<file path="src/rtl/lc3b_types.sv">
// Shared lc3b pipeline types: writeback packet kinds, commit-stage states
// and the condition-code value held after reset.
package lc3b_types;

   typedef enum logic [1:0] {
      NONE = 2'd0,
      BR   = 2'd1,
      JMP  = 2'd2,
      TRAP = 2'd3
   } wb_kind_t;

   typedef enum logic {
      ST_IDLE   = 1'b0,
      ST_SQUASH = 1'b1
   } wb_state_t;

   localparam logic [2:0] CC_RESET = 3'b010;

endpackage

</file>
<file path="src/rtl/gencc_p.sv">
// Condition-code generator: one-hot {n,z,p} from a two's-complement value.
module gencc_p #(
   parameter int WIDTH = 16
) (
   input  logic [WIDTH-1:0] data_i,
   output logic [2:0]       cc_o
);

   always_comb begin
      if (data_i[WIDTH-1])
         cc_o = 3'b100;
      else if (data_i == '0)
         cc_o = 3'b010;
      else
         cc_o = 3'b001;
   end

endmodule

</file>
<file path="src/rtl/wb_commit.sv">
// lc3b writeback/commit stage: registered writeback with valid/ready drain,
// CC update, branch/JMP/TRAP redirect, younger-packet squash and retire count.
module wb_commit
   import lc3b_types::*;
#(
   parameter int WIDTH   = 16,
   parameter int RADDR_W = 3,
   parameter int SHADOW  = 3,
   parameter int CNT_W   = 32
) (
   input  logic               clk,
   input  logic               rst_n,
   input  logic               in_valid,
   output logic               in_ready,
   input  logic [WIDTH-1:0]   alu_in,
   input  logic [WIDTH-1:0]   mem_in,
   input  logic [WIDTH-1:0]   br_addr,
   input  logic [WIDTH-1:0]   pc,
   input  logic [RADDR_W-1:0] dr,
   input  logic               load_regfile,
   input  logic               load_cc,
   input  logic [1:0]         cc_mux_sel,
   input  logic [2:0]         nzp,
   input  wb_kind_t           kind,
   output logic               out_valid,
   input  logic               rf_ready,
   output logic               out_we,
   output logic [RADDR_W-1:0] out_dr,
   output logic [WIDTH-1:0]   out_data,
   output logic [WIDTH-1:0]   wb_pc,
   output logic               redirect,
   output logic [WIDTH-1:0]   redirect_pc,
   output logic               pip_flush,
   output logic [2:0]         cc_out,
   output logic [CNT_W-1:0]   retired
);

   // Counter is sized so SHADOW=0 still yields a legal one-bit register.
   localparam int SQ_W = (SHADOW < 1) ? 1 : $clog2(SHADOW + 1);

   wb_state_t          state_q, state_d;
   logic [SQ_W-1:0]    sq_cnt_q, sq_cnt_d;
   logic               out_valid_q, out_valid_d;
   logic               out_we_q, out_we_d;
   logic [RADDR_W-1:0] out_dr_q, out_dr_d;
   logic [WIDTH-1:0]   out_data_q, out_data_d;
   logic [WIDTH-1:0]   wb_pc_q, wb_pc_d;
   logic               redirect_q, redirect_d;
   logic [WIDTH-1:0]   redirect_pc_q, redirect_pc_d;
   logic [2:0]         cc_q, cc_d;
   logic [CNT_W-1:0]   retired_q, retired_d;

   logic             accept;
   logic             commit;
   logic             taken;
   logic [WIDTH-1:0] wbData;
   logic [2:0]       ccGen;

   assign in_ready = !out_valid_q || rf_ready;
   assign accept   = in_valid && in_ready;
   assign commit   = accept && (state_q == ST_IDLE);

   always_comb begin
      wbData = '0;
      case (cc_mux_sel)
         2'd0:    wbData = alu_in;
         2'd1:    wbData = mem_in;
         2'd2:    wbData = br_addr;
         default: wbData = '0;
      endcase
   end

   gencc_p #(.WIDTH(WIDTH)) u_gencc (
      .data_i (wbData),
      .cc_o   (ccGen)
   );

   // Branch tests the CC held before this packet's own update.
   always_comb begin
      taken = 1'b0;
      case (kind)
         BR:      taken = |(nzp & cc_q);
         JMP:     taken = 1'b1;
         TRAP:    taken = 1'b1;
         default: taken = 1'b0;
      endcase
   end

   always_comb begin
      state_d  = state_q;
      sq_cnt_d = sq_cnt_q;
      case (state_q)
         ST_IDLE: begin
            if (commit && taken && (SHADOW > 0)) begin
               state_d  = ST_SQUASH;
               sq_cnt_d = SQ_W'(SHADOW);
            end
         end
         ST_SQUASH: begin
            if (accept) begin
               sq_cnt_d = sq_cnt_q - 1'b1;
               if (sq_cnt_q == SQ_W'(1))
                  state_d = ST_IDLE;
            end
         end
         default: begin
            state_d  = ST_IDLE;
            sq_cnt_d = '0;
         end
      endcase
   end

   // A fresh commit reloads the output register even while it drains.
   always_comb begin
      out_valid_d   = out_valid_q;
      out_we_d      = out_we_q;
      out_dr_d      = out_dr_q;
      out_data_d    = out_data_q;
      wb_pc_d       = wb_pc_q;
      redirect_d    = commit && taken;
      redirect_pc_d = redirect_pc_q;
      cc_d          = cc_q;
      retired_d     = retired_q;
      if (commit) begin
         out_valid_d = 1'b1;
         out_we_d    = load_regfile;
         out_dr_d    = dr;
         out_data_d  = wbData;
         wb_pc_d     = pc;
         retired_d   = retired_q + CNT_W'(1);
         if (load_cc)
            cc_d = ccGen;
         if (taken)
            redirect_pc_d = (kind == TRAP) ? mem_in : br_addr;
      end else if (rf_ready) begin
         out_valid_d = 1'b0;
         out_we_d    = 1'b0;
      end
   end

   always_ff @(posedge clk or negedge rst_n) begin
      if (!rst_n) begin
         state_q       <= ST_IDLE;
         sq_cnt_q      <= '0;
         out_valid_q   <= 1'b0;
         out_we_q      <= 1'b0;
         out_dr_q      <= '0;
         out_data_q    <= '0;
         wb_pc_q       <= '0;
         redirect_q    <= 1'b0;
         redirect_pc_q <= '0;
         cc_q          <= CC_RESET;
         retired_q     <= '0;
      end else begin
         state_q       <= state_d;
         sq_cnt_q      <= sq_cnt_d;
         out_valid_q   <= out_valid_d;
         out_we_q      <= out_we_d;
         out_dr_q      <= out_dr_d;
         out_data_q    <= out_data_d;
         wb_pc_q       <= wb_pc_d;
         redirect_q    <= redirect_d;
         redirect_pc_q <= redirect_pc_d;
         cc_q          <= cc_d;
         retired_q     <= retired_d;
      end
   end

   assign out_valid   = out_valid_q;
   assign out_we      = out_we_q;
   assign out_dr      = out_dr_q;
   assign out_data    = out_data_q;
   assign wb_pc       = wb_pc_q;
   assign redirect    = redirect_q;
   assign pip_flush   = redirect_q;
   assign redirect_pc = redirect_pc_q;
   assign cc_out      = cc_q;
   assign retired     = retired_q;

endmodule
</file>
<file path="config.mk">
export PLATFORM = sky130hd
export DESIGN_NAME = wb_commit
export DESIGN_NICKNAME = d
export VERILOG_FILES = /design/src/rtl/lc3b_types.sv /design/src/rtl/gencc_p.sv /design/src/rtl/wb_commit.sv
export SDC_FILE = /design/constraint.sdc
export NUM_CORES = 1
export LEC_CHECK = 0
export CORE_MARGIN = 4
export CORE_UTILIZATION = 39
export DETAILED_ROUTE_END_ITERATION = 8
export PLACE_DENSITY_LB_ADDON = 0.05
export SYNTH_ARGS = -nofsm -noshare
export SYNTH_HDL_FRONTEND = slang
export SYNTH_HIERARCHICAL = 1
export SYNTH_SLANG_ARGS = --single-unit
</file>
<file path="constraint.sdc">
create_clock -name clk -period 1.8 [get_ports clk]
set_input_delay 0.36 -clock clk [delete_from_list [all_inputs] [get_ports clk]]
set_output_delay 0.36 -clock clk [all_outputs]
set_load 0.01 [all_outputs]
</file>
**Word-level counts from Yosys, hierarchy flattened**

Cells that the tools add are included.

- Multiplexer cells: 15
- Shift operators: 0
- Multiply operators: 0
- Add/sub/neg operators: 2
- Bitwise operators: 2
- Eq/ne operators: 8
- Divide/modulo/power cells: 0
- Magnitude comparators: 0
- Reductions and logical operators: 13

Operators by type and width:

| cell | count |
|---|---|
| one-hot mux 16 bit (3 select lines) | 1 |
| adder 32 x 1 -> 32 bit, second input constant | 1 |
| zero test 16 bit | 1 |
| 2-to-1 mux 16 bit | 1 |
| equality test 2 x 1 -> 1 bit, second input constant | 3 |
| equality test 2 bit, second input constant | 3 |
| 2-to-1 mux 1 bit | 6 |
| 2-to-1 mux 2 bit | 3 |
| AND reduction 2 bit | 3 |
| one-hot mux 1 bit (2 select lines) | 2 |
| one-hot mux 2 bit (2 select lines) | 1 |
| AND 3 bit | 1 |
| logical AND 1 bit | 3 |
| 2-to-1 mux 3 bit | 1 |
| OR reduction 3 bit | 1 |
| zero test 2 bit | 1 |
| != test 2 x 1 -> 1 bit, second input constant | 1 |
| != test 2 bit, second input constant | 1 |
| nonzero test 2 bit | 1 |
| OR reduction 2 bit | 1 |
| subtractor 2 x 1 -> 2 bit, second input constant | 1 |
| zero test 1 bit | 1 |
| logical OR 1 bit | 1 |
| inverter 1 bit | 1 |

- Bits in writable memories: 0
- Input bits: 80
- Output and inout bits: 91
- Register bits after elaboration: 92
- Memory bits (read-only): 0
- Memories kept: 0
- Bits in latches: 0

**Longest topological paths before layout**

Gate-level depths: netlist of run 1.

- Word-level depth: 7
- Gate-level depth with buffers: 9
- Depth with buffers taken out: 6

**Modules after synthesis**

Netlist of run 1, hierarchy kept.

Modules (own cells, without submodules):

| module | instances | cells an instance | seq. area each (um2) | area each (um2) |
|---|---|---|---|---|
| wb_commit | 1 | 362 | 2303.5 | 4179.0 |
| gencc_p | 1 | 7 | 0.0 | 50.0 |

**Worst setup path after synthesis of run 1**

OpenSTA, ideal clock, no wires.

- Kind: input port to flip-flop
- Start point: in cc_mux_sel[1]
- End point: reg cc_q[0], in the netlist cc_out[0]
- Buffers on the path: 2
- Data required time: 1.675 ns
- Arrival time: 2.007 ns
- Stages: 7
- Setup time: 0.125 ns
- Setup slack: -0.332 ns
- Path through: clkbuf_1 > buf_2 > mux2i_1 > o21ai_0 > nor4_1 > a41oi_1 > mux2_2

- Longest elaborated chain between the ends: 5
- Elaborated cells on any way between the ends: 7

Ends and longest elaborated chain:

| item | RTL line | RTL |
|---|---|---|
| start, declared | wb_commit.sv:22 | `input logic [1:0] cc_mux_sel,` |
| equality test 2 bit (tied with other cells) | wb_commit.sv:65 | `case (cc_mux_sel)` |
| one-hot mux 16 bit (3 select lines) * | wb_commit.sv:65 |  |
| net wbData[12] | wb_commit.sv:56 | `logic [WIDTH-1:0] wbData;` |
| zero test 16 bit * | gencc_p.sv:12 | `else if (data_i == '0)` |
| 2-to-1 mux 2 bit * | gencc_p.sv:12 |  |
| 2-to-1 mux 3 bit * | gencc_p.sv:10 | `if (data_i[WIDTH-1])` |
| net ccGen[0] | wb_commit.sv:57 | `logic [2:0] ccGen;` |
| end signal, assigned | wb_commit.sv:152 | `cc_q <= CC_RESET;` |
| end signal, assigned | wb_commit.sv:164 | `cc_q <= cc_d;` |
| end, declared | wb_commit.sv:50 | `logic [2:0] cc_q, cc_d;` |

Mark *: on every way through the listed nets, which the timed path passes. The rest lies on a longest branch.
A chain may end at the register's enable or synchronous reset.

**Final worst setup path of run 1**

- Start point: reg retired_q[5], in the netlist retired[5]
- End point: reg retired_q[31], in the netlist retired[31]

- Longest elaborated chain between the ends: 1

Ends and longest elaborated chain:

| item | RTL line | RTL |
|---|---|---|
| start, declared | wb_commit.sv:51 | `logic [CNT_W-1:0] retired_q, retired_d;` |
| start signal, assigned | wb_commit.sv:165 | `retired_q <= retired_d;` |
| adder 32 x 1 -> 32 bit | wb_commit.sv:130 | `retired_d = retired_q + CNT_W'(1);` |

No other way between the ends.

==> results.cfg, run 1 <==
[synthesis]
ys_seq_area_frac = 0.545
synth_warnings = 6
synth_cells = 369
synth_nets = 451
synthArstFlopShare = 1.00
syn_area_per_cell_um2 = 11.5
ys.flop_type = dfrtp_1
synth.cell_area_mm2 = 0.00423
synth_edf_count = 0
synth_seq_cells = 92
ys_types = 36

[timing]
grt_setup_unrepaired = true
slew_viol_final = 0
finalCritPeriodShare = 0.986
skew_ps = 8.04
setup_viol = 0
hold_viol = 0
fin_crit_ps = 1770
max_freq_ghz = 0.564
relSlewSlack = 0.765
fin_ws_ps = 25.6
worst_pin_slew_ps = 350

[clock_network]
cts_tree = done
cts_max_path_buffers = 2
clkTransAtPathRegs_ps = 90
cts_sinks = 92
cts-root-buf = clkbuf_8
cts_max_level = 3
cts_made_buffers = 9
clock_latency_ps = 350

[power]
powerDensity_mw_per_mm2 = 1180
p_leak_nw = 3.06
peakVddDrop_mv = 0.879
internal_power_w = 0.00549
p_seq_frac = 0.397
combPwrFrac = 0.431
p_sw_w = 0.00250
swShare = 0.313
clock_power_share = 0.172
power.total_w = 0.00800

[critical_path]
path_delay_family = simple AND/OR/NAND/NOR gates
endpoint_kind = flip-flop
crit_arrival_ps = 2060
worstPathMaxFanout = 5
worstPathCellList = nand4_2 > or3_4 > or4_4 > nor2_4 > xor2_2
max_stage_delay_ps = 520
worstSetupPathType = reg -> reg
cp.buffers_inverters = 0
cp-start-kind = flip-flop
slowest_stage = or4_4
critPathRequiredTime_ps = 2080

[floorplan]
dieArea_mm2 = 0.0126
core_mm2 = 0.0105
initial_core_util = 0.404
die_y_um = 112
core.rowCount = 37
chipWidth_um = 112
ios = 171

[status]
status = complete, no violations

[global_routing]
antenna_found_initial = 0
grt_pass1_vias = 3765
grt_pass1_wl_mm = 19.7
grt_usage = 0.194
overflow = 0
grt_start_max_net_pins = 38

[cells_and_area]
final_area_mm2 = 0.00680
layout-drive-gt1-share = 0.217
stdcell_count = 721
antenna_cells = 0
layout.nets = 662
layout_commonest_cell = clkdlybuf4s50_1
syn2layout_area_growth_pct = 60.8
fin_util = 0.650
final_cell_mix = clkdlybuf4s50_1, dfrtp_1, nand2_1, mux2_2, buf_4
fill_cells = 891

[routing]
ant_nets = 0
route.detailed.drc = 0
post_drt_wl_per_cell_um = 16.8
firstDrtPassIters = 4
viasPerCell = 4.94
routed_wl_mm = 12.1
initialDrtViolationCount = 179
vias = 3562

[place]
gp_congestion = 0.810
port_buffers = 170
place_area_mm2 = 0.00641
place_ws_ps = -801
hpwl_mm = 9.06
place_inst = 698

[min_path]
holdCritPathClass = in -> async

[run]
maxCapViolCount = 0
-- worst paths after layout --
path                       cells past startpoint  slack (ps)        start          end
max                                            5          30   retired[5]  retired[31]
min                                            2         450        rst_n    pip_flush
max reg2reg                                    5          30   retired[5]  retired[31]
min reg2reg                                    1         490  retired[25]  retired[25]
max in group asynchronous                      3         780        rst_n    cc_out[1]
min in group clk                               1         490  retired[25]  retired[25]
-- cells by family after synthesis --
family / after synthesis / synth area share
compound gates: 40 / 0.0506
xor+xnor: 31 / 0.0660
fa+ha+maj: 2 / 0.00592
buf+inv: 22 / 0.0243
flops: 92 / 0.545
mux: 70 / 0.177
simple gates: 112 / 0.132
-- timing repair --
| item | CTS | global route |
|---|---|---|
| hold buffers | 1 | 0 |
| gates cloned | 1 | 2 |
| buffers inserted | 0 | 3 |
| resized for setup | 14 | 28 |
| endpoints found under the hold margin | 22 | 0 |
| pin swaps | 1 | 5 |
| setup endpoints to repair | 14 | 14 |
-- metal layers --
layer | vias up | part of all wire | global-route usage
li1 | 1707 | - | -
met5 | - | 0 | 0
met1 | 1706 | 0.45 | 0.263
met3 | 12 | 0.087 | 0.0631
met2 | 137 | 0.45 | 0.298
met4 | 0 | 0.012 | 0.0561
-- state kept, by name, summed over array words and instances, names as in the netlist --
register and flops:
retired 32, out_data 16, redirect_pc 16, wb_pc 16
cc_out 3, out_dr 3, sq_cnt_q 2, out_valid 1
out_we 1, pip_flush 1, state_q 1
-- layout make-up --
cell class | count | area [µm²] | share of cell area
inverters | 3 | 11.3 | 0.00166
clock inverters | 4 | 53.8 | 0.00791
well taps | 136 | 170 | 0.0250
repair buffers | 218 | 2180 | 0.321
clock buffers | 12 | 135 | 0.0199
flip-flops and latches | 92 | 2310 | 0.339
multi-input cells | 256 | 1940 | 0.286
-- stage by stage --
step	TNS, ps	hold WS, ps
2_1_floorplan	-1310	64.4
3_3_place_gp	-22960	284
3_5_place_dp	-24850	288
4_1_cts	0	442
5_1_grt	-134	463
6_report	0	446
-- synthesized netlist by cell type, types with 2 or more instances --
master    count  area, µm²
nor2_1       25       93.8
xor2_1        9       78.8
dfrtp_1      91       2280
buf_2         4       20.0
and2_1        4       25.0
nor2b_1       2       12.5
xnor2_1      21        184
and4_1        3       26.3
o21ai_1       3       15.0
ha_1          2       25.0
o21ai_0      16       80.1
nor2_2        3       18.8
mux2i_1      32        320
nand2_1      40        150
clkbuf_1     12       45.0
nand3_1       7       35.0
a21oi_1      17       85.1
nand2b_1      2       12.5
and3_1        6       37.5
nand4_1      10       62.6
buf_4         2       15.0
inv_1         3       11.3
nor4_1        5       31.3
mux2_2       38        428
-- power by group through the flow --
stage | Clock (W) | Combinational, W | Sequential [W]
after global routing | 0.00150 | 0.00371 | 0.00328
after CTS | 0.00142 | 0.00348 | 0.00318
after detailed placement | 0 | 0.00344 | 0.00321
final | 0.00137 | 0.00345 | 0.00318
after floorplan | 0 | 0.00103 | 0.00350
after global placement | 0 | 0.00340 | 0.00319
Note: power is estimated with default switching activity, not from simulation.
==> run 2, diff against run 1 <==
--- a/config.mk
+++ b/config.mk
@@ -5,10 +5,12 @@
 export SDC_FILE = /design/constraint.sdc
 export NUM_CORES = 1
 export LEC_CHECK = 0
+export ABC_AREA = 1
 export CORE_MARGIN = 4
-export CORE_UTILIZATION = 39
+export CORE_UTILIZATION = 41
 export DETAILED_ROUTE_END_ITERATION = 8
 export PLACE_DENSITY_LB_ADDON = 0.05
+export SLEW_MARGIN = 20
 export SYNTH_ARGS = -nofsm -noshare
 export SYNTH_HDL_FRONTEND = slang
 export SYNTH_HIERARCHICAL = 1
==> results.cfg, run 2 <==
[routing]
vias = 4522
viasPerCell = 4.74
ant_nets = 0
routed_wl_mm = 13.7
post_drt_wl_per_cell_um = 14.4
firstDrtPassIters = 4
initialDrtViolationCount = 320
route.detailed.drc = 0

[timing]
max_freq_ghz = 0.583
grt_setup_unrepaired = false
fin_crit_ps = 1720
worst_pin_slew_ps = 340
skew_ps = 7.55
finalCritPeriodShare = 0.953
setup_viol = 0
hold_viol = 0
slew_viol_final = 0
relSlewSlack = 0.773
holdWs_ps = 450
fin_ws_ps = 84.7

[cells_and_area]
syn2layout_area_growth_pct = 52.5
final_cell_mix = nand2_1, clkdlybuf4s50_1, dfrtp_1, inv_1, nor2_1
final_area_mm2 = 0.00713
fill_cells = 937
antenna_cells = 0
layout_commonest_cell = nand2_1
layout.nets = 892
largest_reg_flops = 32
stdcell_count = 955
layout-drive-gt1-share = 0.0982

[floorplan]
initial_core_util = 0.426
die_y_um = 115
dieArea_mm2 = 0.0132
core_mm2 = 0.0110
core.rowCount = 38
ios = 171
chipWidth_um = 115

[critical_path]
slowest_stage = clkdlybuf4s50_1
worstSetupPathType = reg -> out
rrSetupSlack_ps = 240
path_delay_family = buffers and inverters
reg2reg_from = retired[0]
crit_arrival_ps = 1360
max_stage_delay_ps = 580
endpoint_kind = primary output
critPathRequiredTime_ps = 1440
cp-start-kind = flip-flop
r2r_cells = 10
path_depth = 1
critPathCapture = retired[29]
worstPathCellList = clkdlybuf4s50_1
r2r-end = retired[24]
worstPathMaxFanout = 5
cp.buffers_inverters = 1
cp-startpoint = retired[29]

[min_path]
holdCritPathClass = in -> async

[clock_network]
clkTransAtPathRegs_ps = 60
cts_max_path_buffers = 2
cts_made_buffers = 9
clock_latency_ps = 340
cts-root-buf = clkbuf_16
cts_max_level = 3
cts_tree = done
cts_sinks = 92

[synthesis]
ys_types = 27
syn_area_per_cell_um2 = 7.69
yosysMostFrequentCell = nand2_1
synthArstFlopShare = 1.00
synth_edf_count = 0
synth.cell_area_mm2 = 0.00468
yosysTopAreaCell = dfrtp_1
ys_seq_area_frac = 0.493
ys.flop_type = dfrtp_1
synth_warnings = 6
synth_cells = 608
ys_top_cells_by_area = dfrtp_1, nand2_1, nor2_1, inv_1, nand3_1
synth_nets = 690
synth_top_area_frac = 0.487
post_synth_most_frequent_cells = nand2_1, dfrtp_1, nor2_1, inv_1, nand3_1
synth_seq_cells = 92

[global_routing]
antenna_found_initial = 0
grt_start_max_net_pins = 33
grt_pass1_wl_mm = 22.2
grt_usage = 0.214
grt_pass1_vias = 4580
overflow = 0

[place]
hpwl_mm = 10.9
gp_congestion = 0.971
port_buffers = 170
place_ws_ps = -596
place_area_mm2 = 0.00680
place_inst = 934

[run]
maxCapViolCount = 0

[power]
p_leak_nw = 3.50
peakVddDrop_mv = 0.863
powerDensity_mw_per_mm2 = 1150

[status]
status = complete, no violations
[run 2: changes by cell type after synthesis, moves of 10 or more]
cell      before  now
o211ai_2       0   10
nor2_1        25   45
inv_1          3   44
a21oi_1       17    4
mux2_2        38    0
nand2_1       40  289
mux2i_1       32    0
nand3_1        7   25
xnor2_1       21   10
[run 2: worst min path at each step]
stage | cells after the start | to
after global routing | 2 | retired[18]
after global placement | 1 | retired[17]
after CTS | 2 | retired[17]
after detailed placement | 1 | retired[17]
final | 2 | retired[17]
after floorplan | 0 | cc_out[0]
[run 2: cell type report]
type                    count  area [µm²]  share of cell area
well taps                 140         175              0.0246
multi-input cells         448        2080               0.292
flip-flops and latches     92        2300               0.323
inverters                  45         169              0.0237
repair buffers            214        2130               0.298
clock buffers              13         250              0.0351
clock inverters             3        22.5             0.00316
[run 2: kinds of logic (layout without fill, tap and decap cells)]
family          count (synthesis)  after routing  synth area share
xor+xnor                       22             22            0.0412
flops                          92             92             0.493
simple gates                  385            385             0.337
compound gates                 39             39            0.0610
fa+ha+maj                       2              2           0.00535
buf+inv                        68            275            0.0634
[run 2: per-stage QoR]
step                utilization  total power [W]  TNS [ps]
global placement          0.620          0.00641     -8040
detailed placement        0.620          0.00647    -10260
global route              0.649          0.00873         0
finish                    0.649          0.00818         0
floorplan                     -          0.00444         0
CTS                       0.648          0.00829         0
[run 2: per-layer routing]
layer	track usage	vias up	routed length [µm]
met5	0	-	0
met4	0.0900	0	381
met3	0.0453	27	719
met2	0.373	124	6980
met1	0.258	2089	5620
li1	-	2282	-
[run 2: timing repair]
action	in CTS	in global routing
buffers inserted	3	1
endpoints found under the setup margin	5	3
resized for setup	4	3
hold buffers	1	0
endpoints found under the hold margin	17	0
pin swaps	1	1
[run 2: report_power, final]
group / switching [W] / internal (W)
Combinational: 0.00147 / 0.00178
Sequential: 0.000426 / 0.00273
Clock: 0.000788 / 0.000981
==> run 3, diff against run 2 <==
--- a/config.mk
+++ b/config.mk
@@ -8,9 +8,10 @@
 export ABC_AREA = 1
 export CORE_MARGIN = 4
 export CORE_UTILIZATION = 41
+export CTS_CLUSTER_SIZE = 16
 export DETAILED_ROUTE_END_ITERATION = 8
 export PLACE_DENSITY_LB_ADDON = 0.05
-export SLEW_MARGIN = 20
+export SLEW_MARGIN = 10
 export SYNTH_ARGS = -nofsm -noshare
 export SYNTH_HDL_FRONTEND = slang
 export SYNTH_HIERARCHICAL = 1
==> results of run 3 <==
Final layout, timing and power as in run 2 (identical DEF).
